[src/rtl/i2c_pkg.sv]
// I2C command sequencer shared types:
// FSM states, response codes, request bundle.
package i2c_pkg;

  localparam int CNT_W = 16;

  typedef enum logic [2:0] {
    S_IDLE,
    S_LAUNCH,
    S_WAIT_BUSY,
    S_XFER,
    S_BACKOFF,
    S_RESP
  } state_t;

  typedef enum logic [1:0] {
    ERR_OK   = 2'd0,
    ERR_ADDR = 2'd1,
    ERR_DATA = 2'd2,
    ERR_TMO  = 2'd3
  } rsp_err_t;

  typedef struct packed {
    logic       rd;
    logic [7:0] idx;
    logic [7:0] wdata;
  } req_t;

  function automatic rsp_err_t resolve_err(
    input logic tmo,
    input logic na,
    input logic nd
  );
    if (tmo) return ERR_TMO;
    if (na)  return ERR_ADDR;
    if (nd)  return ERR_DATA;
    return ERR_OK;
  endfunction

endpackage

[src/rtl/n_counter.sv]
// Loadable down-counter with a zero flag.
// Saturates at zero while enabled.
module n_counter #(
  parameter int W = 16
) (
  input  logic         clk,
  input  logic         rst_n,
  input  logic         load,
  input  logic [W-1:0] load_val,
  input  logic         en,
  output logic         zero
);

  logic [W-1:0] cnt;

  always_ff @(posedge clk or negedge rst_n) begin
    if (!rst_n) begin
      cnt <= '0;
    end else if (load) begin
      cnt <= load_val;
    end else if (en && cnt != '0) begin
      cnt <= cnt - 1'b1;
    end
  end

  assign zero = (cnt == '0);

endmodule

[src/rtl/i2c_cmd_seq.sv]
// Register read/write sequencer in front of an
// I2C byte master, with address-NACK retry.
module i2c_cmd_seq
  import i2c_pkg::*;
#(
  parameter logic [6:0] DEV_ADDR      = 7'h1D,
  parameter int         RETRY_MAX     = 2,
  parameter int         BACKOFF_CYC   = 1000,
  parameter int         BUSY_WAIT_MAX = 16
) (
  input  logic       clk,
  input  logic       rst_n,
  input  logic       req_valid,
  output logic       req_ready,
  input  logic       req_read,
  input  logic [7:0] req_reg,
  input  logic [7:0] req_wdata,
  output logic       rsp_valid,
  input  logic       rsp_ready,
  output logic [7:0] rsp_rdata,
  output logic [1:0] rsp_err,
  output logic       m_start,
  output logic [6:0] m_addr7,
  output logic [7:0] m_wr_len,
  output logic [7:0] m_rd_len,
  input  logic       m_busy,
  input  logic       m_done,
  input  logic       m_nack_addr,
  input  logic       m_nack_data,
  input  logic       m_timeout,
  output logic [7:0] m_wr_data,
  output logic       m_wr_valid,
  input  logic       m_wr_ready,
  input  logic [7:0] m_rd_data,
  input  logic       m_rd_valid,
  output logic       m_rd_ready
);

  localparam logic [CNT_W-1:0] BW_LD =
    CNT_W'(BUSY_WAIT_MAX - 1);
  localparam logic [CNT_W-1:0] BO_LD =
    CNT_W'(BACKOFF_CYC - 1);
  localparam logic [7:0] RT_MAX = 8'(RETRY_MAX);

  state_t     state;
  req_t       req_q;
  logic       rdy_en_q;
  logic [1:0] idx_q;
  logic [7:0] retry_q;
  logic [7:0] rd_q;
  logic       na_q, nd_q, to_q;

  logic       na_all, nd_all, to_all;
  rsp_err_t   err_res;
  rsp_err_t   err_nx;
  logic       retry_go;
  logic       go_resp;
  logic [7:0] rd_nx;

  logic             tmr_load;
  logic             tmr_en;
  logic             tmr_zero;
  logic [CNT_W-1:0] tmr_val;

  assign req_ready  = rdy_en_q && (state == S_IDLE);
  assign m_rd_ready = (state == S_XFER);
  assign m_wr_valid = (state == S_XFER) &&
                      ({6'd0, idx_q} < m_wr_len);
  assign m_wr_data  = idx_q[0] ? req_q.wdata
                               : req_q.idx;

  // Flags seen in the m_done cycle count too.
  assign na_all   = na_q | m_nack_addr;
  assign nd_all   = nd_q | m_nack_data;
  assign to_all   = to_q | m_timeout;
  assign err_res  = resolve_err(to_all, na_all, nd_all);
  assign retry_go = (err_res == ERR_ADDR) &&
                    (retry_q < RT_MAX);
  assign rd_nx    = m_rd_valid ? m_rd_data : rd_q;

  assign tmr_load = (state == S_LAUNCH) ||
                    (state == S_XFER && m_done && retry_go);
  assign tmr_val  = (state == S_LAUNCH) ? BW_LD : BO_LD;
  assign tmr_en   = (state == S_WAIT_BUSY) ||
                    (state == S_BACKOFF);

  always_comb begin
    go_resp = 1'b0;
    err_nx  = ERR_OK;
    if (state == S_WAIT_BUSY && !m_busy && tmr_zero) begin
      go_resp = 1'b1;
      err_nx  = ERR_TMO;
    end else if (state == S_XFER && m_done && !retry_go) begin
      go_resp = 1'b1;
      err_nx  = err_res;
    end
  end

  n_counter #(.W(CNT_W)) u_tmr (
    .clk      (clk),
    .rst_n    (rst_n),
    .load     (tmr_load),
    .load_val (tmr_val),
    .en       (tmr_en),
    .zero     (tmr_zero)
  );

  always_ff @(posedge clk or negedge rst_n) begin
    if (!rst_n) begin
      state     <= S_IDLE;
      req_q     <= '0;
      rdy_en_q  <= 1'b0;
      idx_q     <= '0;
      retry_q   <= '0;
      rd_q      <= '0;
      na_q      <= 1'b0;
      nd_q      <= 1'b0;
      to_q      <= 1'b0;
      rsp_valid <= 1'b0;
      rsp_rdata <= '0;
      rsp_err   <= '0;
      m_start   <= 1'b0;
      m_addr7   <= '0;
      m_wr_len  <= '0;
      m_rd_len  <= '0;
    end else begin
      rdy_en_q <= 1'b1;
      m_start  <= 1'b0;
      unique case (state)
        S_IDLE: begin
          if (req_valid && req_ready) begin
            req_q    <= '{req_read, req_reg, req_wdata};
            retry_q  <= '0;
            rsp_err  <= ERR_OK;
            rd_q     <= '0;
            idx_q    <= '0;
            na_q     <= 1'b0;
            nd_q     <= 1'b0;
            to_q     <= 1'b0;
            m_addr7  <= DEV_ADDR;
            m_wr_len <= req_read ? 8'd1 : 8'd2;
            m_rd_len <= req_read ? 8'd1 : 8'd0;
            m_start  <= 1'b1;
            state    <= S_LAUNCH;
          end
        end
        S_LAUNCH: state <= S_WAIT_BUSY;
        S_WAIT_BUSY: begin
          if (m_busy) state <= S_XFER;
        end
        S_XFER: begin
          if (m_wr_valid && m_wr_ready) idx_q <= idx_q + 2'd1;
          rd_q <= rd_nx;
          na_q <= na_all;
          nd_q <= nd_all;
          to_q <= to_all;
          if (m_done && retry_go) begin
            retry_q <= retry_q + 8'd1;
            state   <= S_BACKOFF;
          end
        end
        S_BACKOFF: begin
          if (tmr_zero) begin
            na_q    <= 1'b0;
            nd_q    <= 1'b0;
            to_q    <= 1'b0;
            idx_q   <= '0;
            m_start <= 1'b1;
            state   <= S_LAUNCH;
          end
        end
        S_RESP: begin
          if (rsp_ready) begin
            rsp_valid <= 1'b0;
            rsp_rdata <= '0;
            rsp_err   <= '0;
            state     <= S_IDLE;
          end
        end
        default: state <= S_IDLE;
      endcase
      if (go_resp) begin
        state     <= S_RESP;
        rsp_valid <= 1'b1;
        rsp_err   <= err_nx;
        rsp_rdata <= (req_q.rd && err_nx == ERR_OK)
                     ? rd_nx : 8'h00;
        m_addr7   <= '0;
        m_wr_len  <= '0;
        m_rd_len  <= '0;
      end
    end
  end

endmodule
[config.mk]
export PLATFORM = sky130hd
export DESIGN_NAME = i2c_cmd_seq
export DESIGN_NICKNAME = d
export VERILOG_FILES = /design/src/rtl/i2c_pkg.sv /design/src/rtl/n_counter.sv /design/src/rtl/i2c_cmd_seq.sv
export SDC_FILE = /design/constraint.sdc
export NUM_CORES = 1
export LEC_CHECK = 0
export CELL_PAD_IN_SITES_DETAIL_PLACEMENT = 2
export CELL_PAD_IN_SITES_GLOBAL_PLACEMENT = 2
export CORE_UTILIZATION = 34
export CTS_CLUSTER_SIZE = 20
export DETAILED_ROUTE_END_ITERATION = 10
export PLACE_DENSITY = 0.94
export SLEW_MARGIN = 20
export SYNTH_ARGS = -nofsm -noshare
export SYNTH_HDL_FRONTEND = slang
export SYNTH_SLANG_ARGS = --single-unit
export TNS_END_PERCENT = 5
[constraint.sdc]
create_clock -name clk -period 4.8 [get_ports clk]
set_input_delay 0.96 -clock clk [delete_from_list [all_inputs] [get_ports clk]]
set_output_delay 0.96 -clock clk [all_outputs]
set_load 0.1 [all_outputs]
; Word-level counts from Yosys, hierarchy flattened
; Index checks and enable logic that the tools add are counted.
[totals]
ff_bits = 93
inputBits = 36
out_inout_bits = 46
wordCells = 145
[op_classes]
add_sub_neg = 3
order_cmp = 2
n_eq_ne = 15
muxes = 65
bitwise = 3
n_reduce_logical = 38
[op_table]
columns = cell, count
row1 = $mux W8, 14
row2 = $mux W16, 2
row3 = $pmux W8 S2, 2
row4 = $mux W2, 14
row5 = $mux W7, 3
row6 = $mux W3, 6
row7 = $pmux W3 S6, 1
row8 = $logic_not A16 Y1, 1
row9 = $mux W1, 16
row10 = $reduce_bool A16 Y1, 1
row11 = $sub A16 B1 Y16 const B, 1
row12 = $logic_and A1 B1 Y1, 13
row13 = $reduce_bool A2 Y1, 6
row14 = $mux W10, 1
row15 = $ne A3 B3 Y1 const B, 3
row16 = $pmux W1 S3, 3
row17 = $reduce_and A3 Y1, 3
row18 = $add A8 B1 Y8 const B, 1
row19 = $lt A2 B8 Y1, 1
row20 = $lt A8 B2 Y1 const B, 1
row21 = $reduce_and A2 Y1, 4
row22 = $eq A3 B2 Y1 const B, 2
row23 = $eq A3 B3 Y1 const B, 2
row24 = $ne A2 B1 Y1 const B, 3
row25 = other kinds (17), 22

; Logic depth before layout (Yosys ltp)
[logic_depth]
depth_word = 18
ltp_mapped = 8
ltp_nobuf = 7

; Cells and area by module
; A second synthesis with hierarchy kept.
[unflattened]
cells_unflattened = 357
hier_area_um2 = 3846.2
[modules_own_cells]
columns = module, n_inst, cells_per_inst, area_each_um2, seq_area_each_um2
row1 = i2c_cmd_seq, 1, 246, 2839.0, 1426.4
row2 = n_counter, 1, 111, 1007.2, 400.4

; Worst setup path before layout
; Ideal clock, no wire load.
[synth_timing]
kind = reg-to-output
start = register m_wr_len[1]
end = output m_wr_valid
arrival_time_ns = 3.615
required_ns = 3.840
setup_slack_ns = 0.225
path_stages_with_launch = 4
n_path_buf = 0
cell_sequence = dfrtp_1 -> inv_1 -> ha_1 -> a211oi_1
[synth_between]
elab_chain_cells = 2
[synth_rtl]
columns = item, line_no
row1 = "start, declared", i2c_cmd_seq.sv:24  ; output logic [7:0] m_wr_len,
row2 = "start signal, assigned", i2c_cmd_seq.sv:141  ; m_wr_len <= req_read ? 8'd1 : 8'd2;
row3 = $lt A2 B8 Y1, i2c_cmd_seq.sv:68  ; ({6'd0, idx_q} < m_wr_len);
row4 = $logic_and A1 B1 Y1, i2c_cmd_seq.sv:67  ; assign m_wr_valid = (state == S_XFER) &&
row5 = "end, declared", i2c_cmd_seq.sv:32  ; output logic m_wr_valid,
; No other way between the ends.

; Worst setup path after layout
[layout_timing]
start = register state[2]
end = output m_wr_valid
[layout_between]
elab_chain_cells = 2
[layout_rtl]
columns = item, line_no
row1 = "start, declared", i2c_cmd_seq.sv:45  ; state_t state;
row2 = "start signal, assigned", i2c_cmd_seq.sv:110  ; state <= S_IDLE;
row3 = "start signal, assigned", i2c_cmd_seq.sv:144  ; state <= S_LAUNCH;
row4 = "start signal, assigned", i2c_cmd_seq.sv:147  ; S_LAUNCH: state <= S_WAIT_BUSY;
row5 = $eq A3 B2 Y1, i2c_cmd_seq.sv:67
row6 = $logic_and A1 B1 Y1, i2c_cmd_seq.sv:67
; No other way between the ends.

==> out/results.tsv <==
metric	value	unit
Worst Hold Class	flip-flop to flip-flop	
asr flop ratio synth	100	%
distinct cell type count after synthesis	61	
Routed Antenna Nets	0	
Vias	2908	
Synth Area in Simple Gates	22.6	%
Filler Cell Count	1136	
vias per cell	5.17	
setup slack, reg-to-reg	2330	ps
outcome	completed	
reg2reg path depth	5	
core area	10500	um^2
final hold violation count	0	
largest family of logic cells by synthesized area	simple AND/OR/NAND/NOR gates	
critical path peak fanout	13	
final net count	462	
Internal	1.47	mW
Final period util	80.1	%
first-pass GRT wire length	17.9	mm
Max VDD drop	0.599	mV
total global-route track usage	20.8	%
layout cell share with drive strength beyond 1	10.3	%
min Tclk post-route	3840	ps
CP arrival	2880	ps
Placer Congestion	0.787	
CP endpoint	m_wr_valid	
Setup crit start	state[2]$_DFFE_PN0P_	
Worst Skew	10.3	ps
Final Setup Violations	0	
CTS Root Cell	clkbuf_8	
Mapped Area	3720	um^2
cts bufs inserted	9	
IO Pins	82	
max cap viols	0	
Max Freq	0.260	GHz
top cells by count, synth	nand2_1 (78), dfrtp_1 (73), buf_4 (22)	
most frequent cell after synthesis	nand2_1	
CTS tree	done	
dominant cell type by area after synthesis	dfrtp_1	
worst r2r dst	rsp_err[0]$_DFFE_PN0P_	
Synth top area share	49.1	%
WL final	10.8	mm
multiplexer area fraction after synthesis	6.76	%
Combinational Power Share	53.9	%
crit path launch type	flip-flop	
Clock power frac	13.9	%
initial antenna violation count	0	
clk sinks	73	
post-route insts no fill	563	
Power Dens Cells	694	nW/um^2
Hold-fix buffers, CTS	0	
switching part of the total	53.3	%
Switch Pwr	1.68	mW
DP Cell Count	547	
XOR/XNOR share of the synthesized area	1.18	%
synthesized instance count	364	
setup TNS	0	ps
Slew Viols, Final	0	
CP max stage delay	1240	ps
post-CTS setup buffers	0	
diode count	0	
area delta synth->final	22.1	%
DR WL/cell	19.1	um
WS Path Type	flip-flop to output pin	
crit path cell chain	nand3b_4 > a211oi_1 > clkdlybuf4s50_1	
Static Leak	2.09	nW
synthesized area per cell	10.2	um^2
Worst Path Buf+Inv	1	
area of the multi-input gates	1700	um^2
critical path endpoint category	output pin	
Adder-Cell Fraction of Synth Area	1.35	%
die area	11400	um^2
drt pass-1 iters	4	
post-DP HPWL	7.92	mm
Reg clk slew, reported paths	80	ps
Slew HR	33.2	%
RR Startpoint	state[0]$_DFFE_PN0P_	
register area share after synthesis	49.1	%
num rows	37	
slowest cell on the critical path	clkdlybuf4s50_1	
sequential share of power	32.2	%
number of flops mapped to enable cells by yosys	0	
pin count of the biggest net entering global routing	74	
RSZ-0062 raised after global routing	no	
Die H	107	um
crit-path leading delay family	buffers and inverters	
Slew @ Worst Pin	999	ps
clock latency on the worst-skew pair	360	ps
CTS Buffer Depth	2	
total grt overflow	0	
Post-route DRC	0	
required time of the critical path	3840	ps
Starting Density	35.6	%
initial DRC count	106	
Synth Area in Compound Gates	12.1	%
ranking of synthesized cells by area	dfrtp_1 (49%), nand2_1 (7.9%), buf_4 (4.4%)	
vias in the first global route	3319	
Seq cells post-synth	73	
Top FF cell, synth	dfrtp_1	
Die W	107	um
H-tree Lvls	3	
Critical Path Stages	3	
PortBufs	65	
Gates resized, CTS repair	0	
synth warn	0	
register area	1830	um^2
==> how the worst min path moves through the flow <==
| stage | endpoint | from | cells past startpoint |
|---|---|---|---|
| 2_1_floorplan | req_q[0]$_DFFE_PN0P_ | req_q[0]$_DFFE_PN0P_ | 2 |
| 5_1_grt | rsp_rdata[1]$_DFFE_PN0P_ | rsp_rdata[1]$_DFFE_PN0P_ | 1 |
| 6_report | req_q[3]$_DFFE_PN0P_ | req_q[3]$_DFFE_PN0P_ | 2 |
| 4_1_cts | req_q[3]$_DFFE_PN0P_ | req_q[3]$_DFFE_PN0P_ | 2 |
| 3_5_place_dp | req_q[3]$_DFFE_PN0P_ | req_q[3]$_DFFE_PN0P_ | 2 |
| 3_3_place_gp | req_q[7]$_DFFE_PN0P_ | req_q[7]$_DFFE_PN0P_ | 2 |
==> cell usage in the layout, fill, tap and decap left out, types with 4 or more instances in the layout <==
cell type	count
nand2_1	78
dfrtp_1	73
clkdlybuf4s50_1	64
nor2_1	18
conb_1	17
mux2i_1	15
a21oi_1	13
clkbuf_8	10
mux2_2	9
and2_1	9
a22o_1	9
o2bb2ai_1	8
nor3_1	7
nand3_1	6
inv_1	5
and3_1	5
nor2b_1	5
o21ai_0	5
nor4_1	4
ha_1	4
==> flip-flops by register name, indices dropped and copies added (netlist names) <==
register,cells
idx_q,2
m_addr7,1
m_start,1
m_wr_len,2
na_q,1
nd_q,1
rd_q,8
rdy_en_q,1
req_q,17
retry_q,8
rsp_err,2
rsp_rdata,8
rsp_valid,1
state,3
to_q,1
u_tmr.cnt,16
==> layout make-up <==
cell class              instances  share of cell area, %
flip-flops and latches         73                   40.2
multi-input cells             267                   37.4
repair buffers                 65                   14.3
well taps                     136                   3.75
clock buffers                  12                   3.19
clock inverters                 4                  0.633
inverters                       6                  0.523
==> worst register-to-register path, stage by stage (launching register included) <==
cell     delay, ps
dfrtp_1        560
nor2_1         440
nand2_1        670
nand3_1        320
a21oi_1        100
or2_2          280
==> per-stage QoR <==
step	instance area, um^2	utilization (%)	hold slack (ps)	worst slack (ps)	power (mW)
after floorplan	3780	-	440	225	2.33
after global placement	4370	41.8	454	1440	2.63
after detailed placement	4370	41.8	478	1370	2.73
after CTS	4540	43.4	497	949	3.18
after global routing	4540	43.4	512	864	3.32
final	4540	43.4	488	957	3.15
==> layer usage <==
metal / up-vias / wire length [um] / GRT usage, %
li1: 1351 / - / -
met5: - / 0 / 0
met2: 67 / 5690 / 37.4
met4: 0 / 201 / 6.26
met3: 16 / 472 / 5.96
met1: 1474 / 4410 / 23.9
==> power groups by stage <==
stage               Sequential (mW)  Clock [mW]  Combinational, mW
global placement              0.994           0               1.63
global route                   1.04       0.478               1.80
CTS                            1.02       0.453               1.72
floorplan                      1.14           0               1.19
finish                         1.01       0.438               1.70
detailed placement             1.02           0               1.70
==> cell families (layout without fill, tap and decap cells) <==
| family | count (synthesis) | after routing |
|---|---|---|
| compound gates | 58 | 58 |
| flops | 73 | 73 |
| other cells | 2 | 17 |
| xor+xnor | 5 | 5 |
| fa+ha+maj | 4 | 4 |
| mux | 24 | 24 |
| simple gates | 159 | 159 |
| buf+inv | 39 | 87 |
Power figures use the tool's default switching activity.
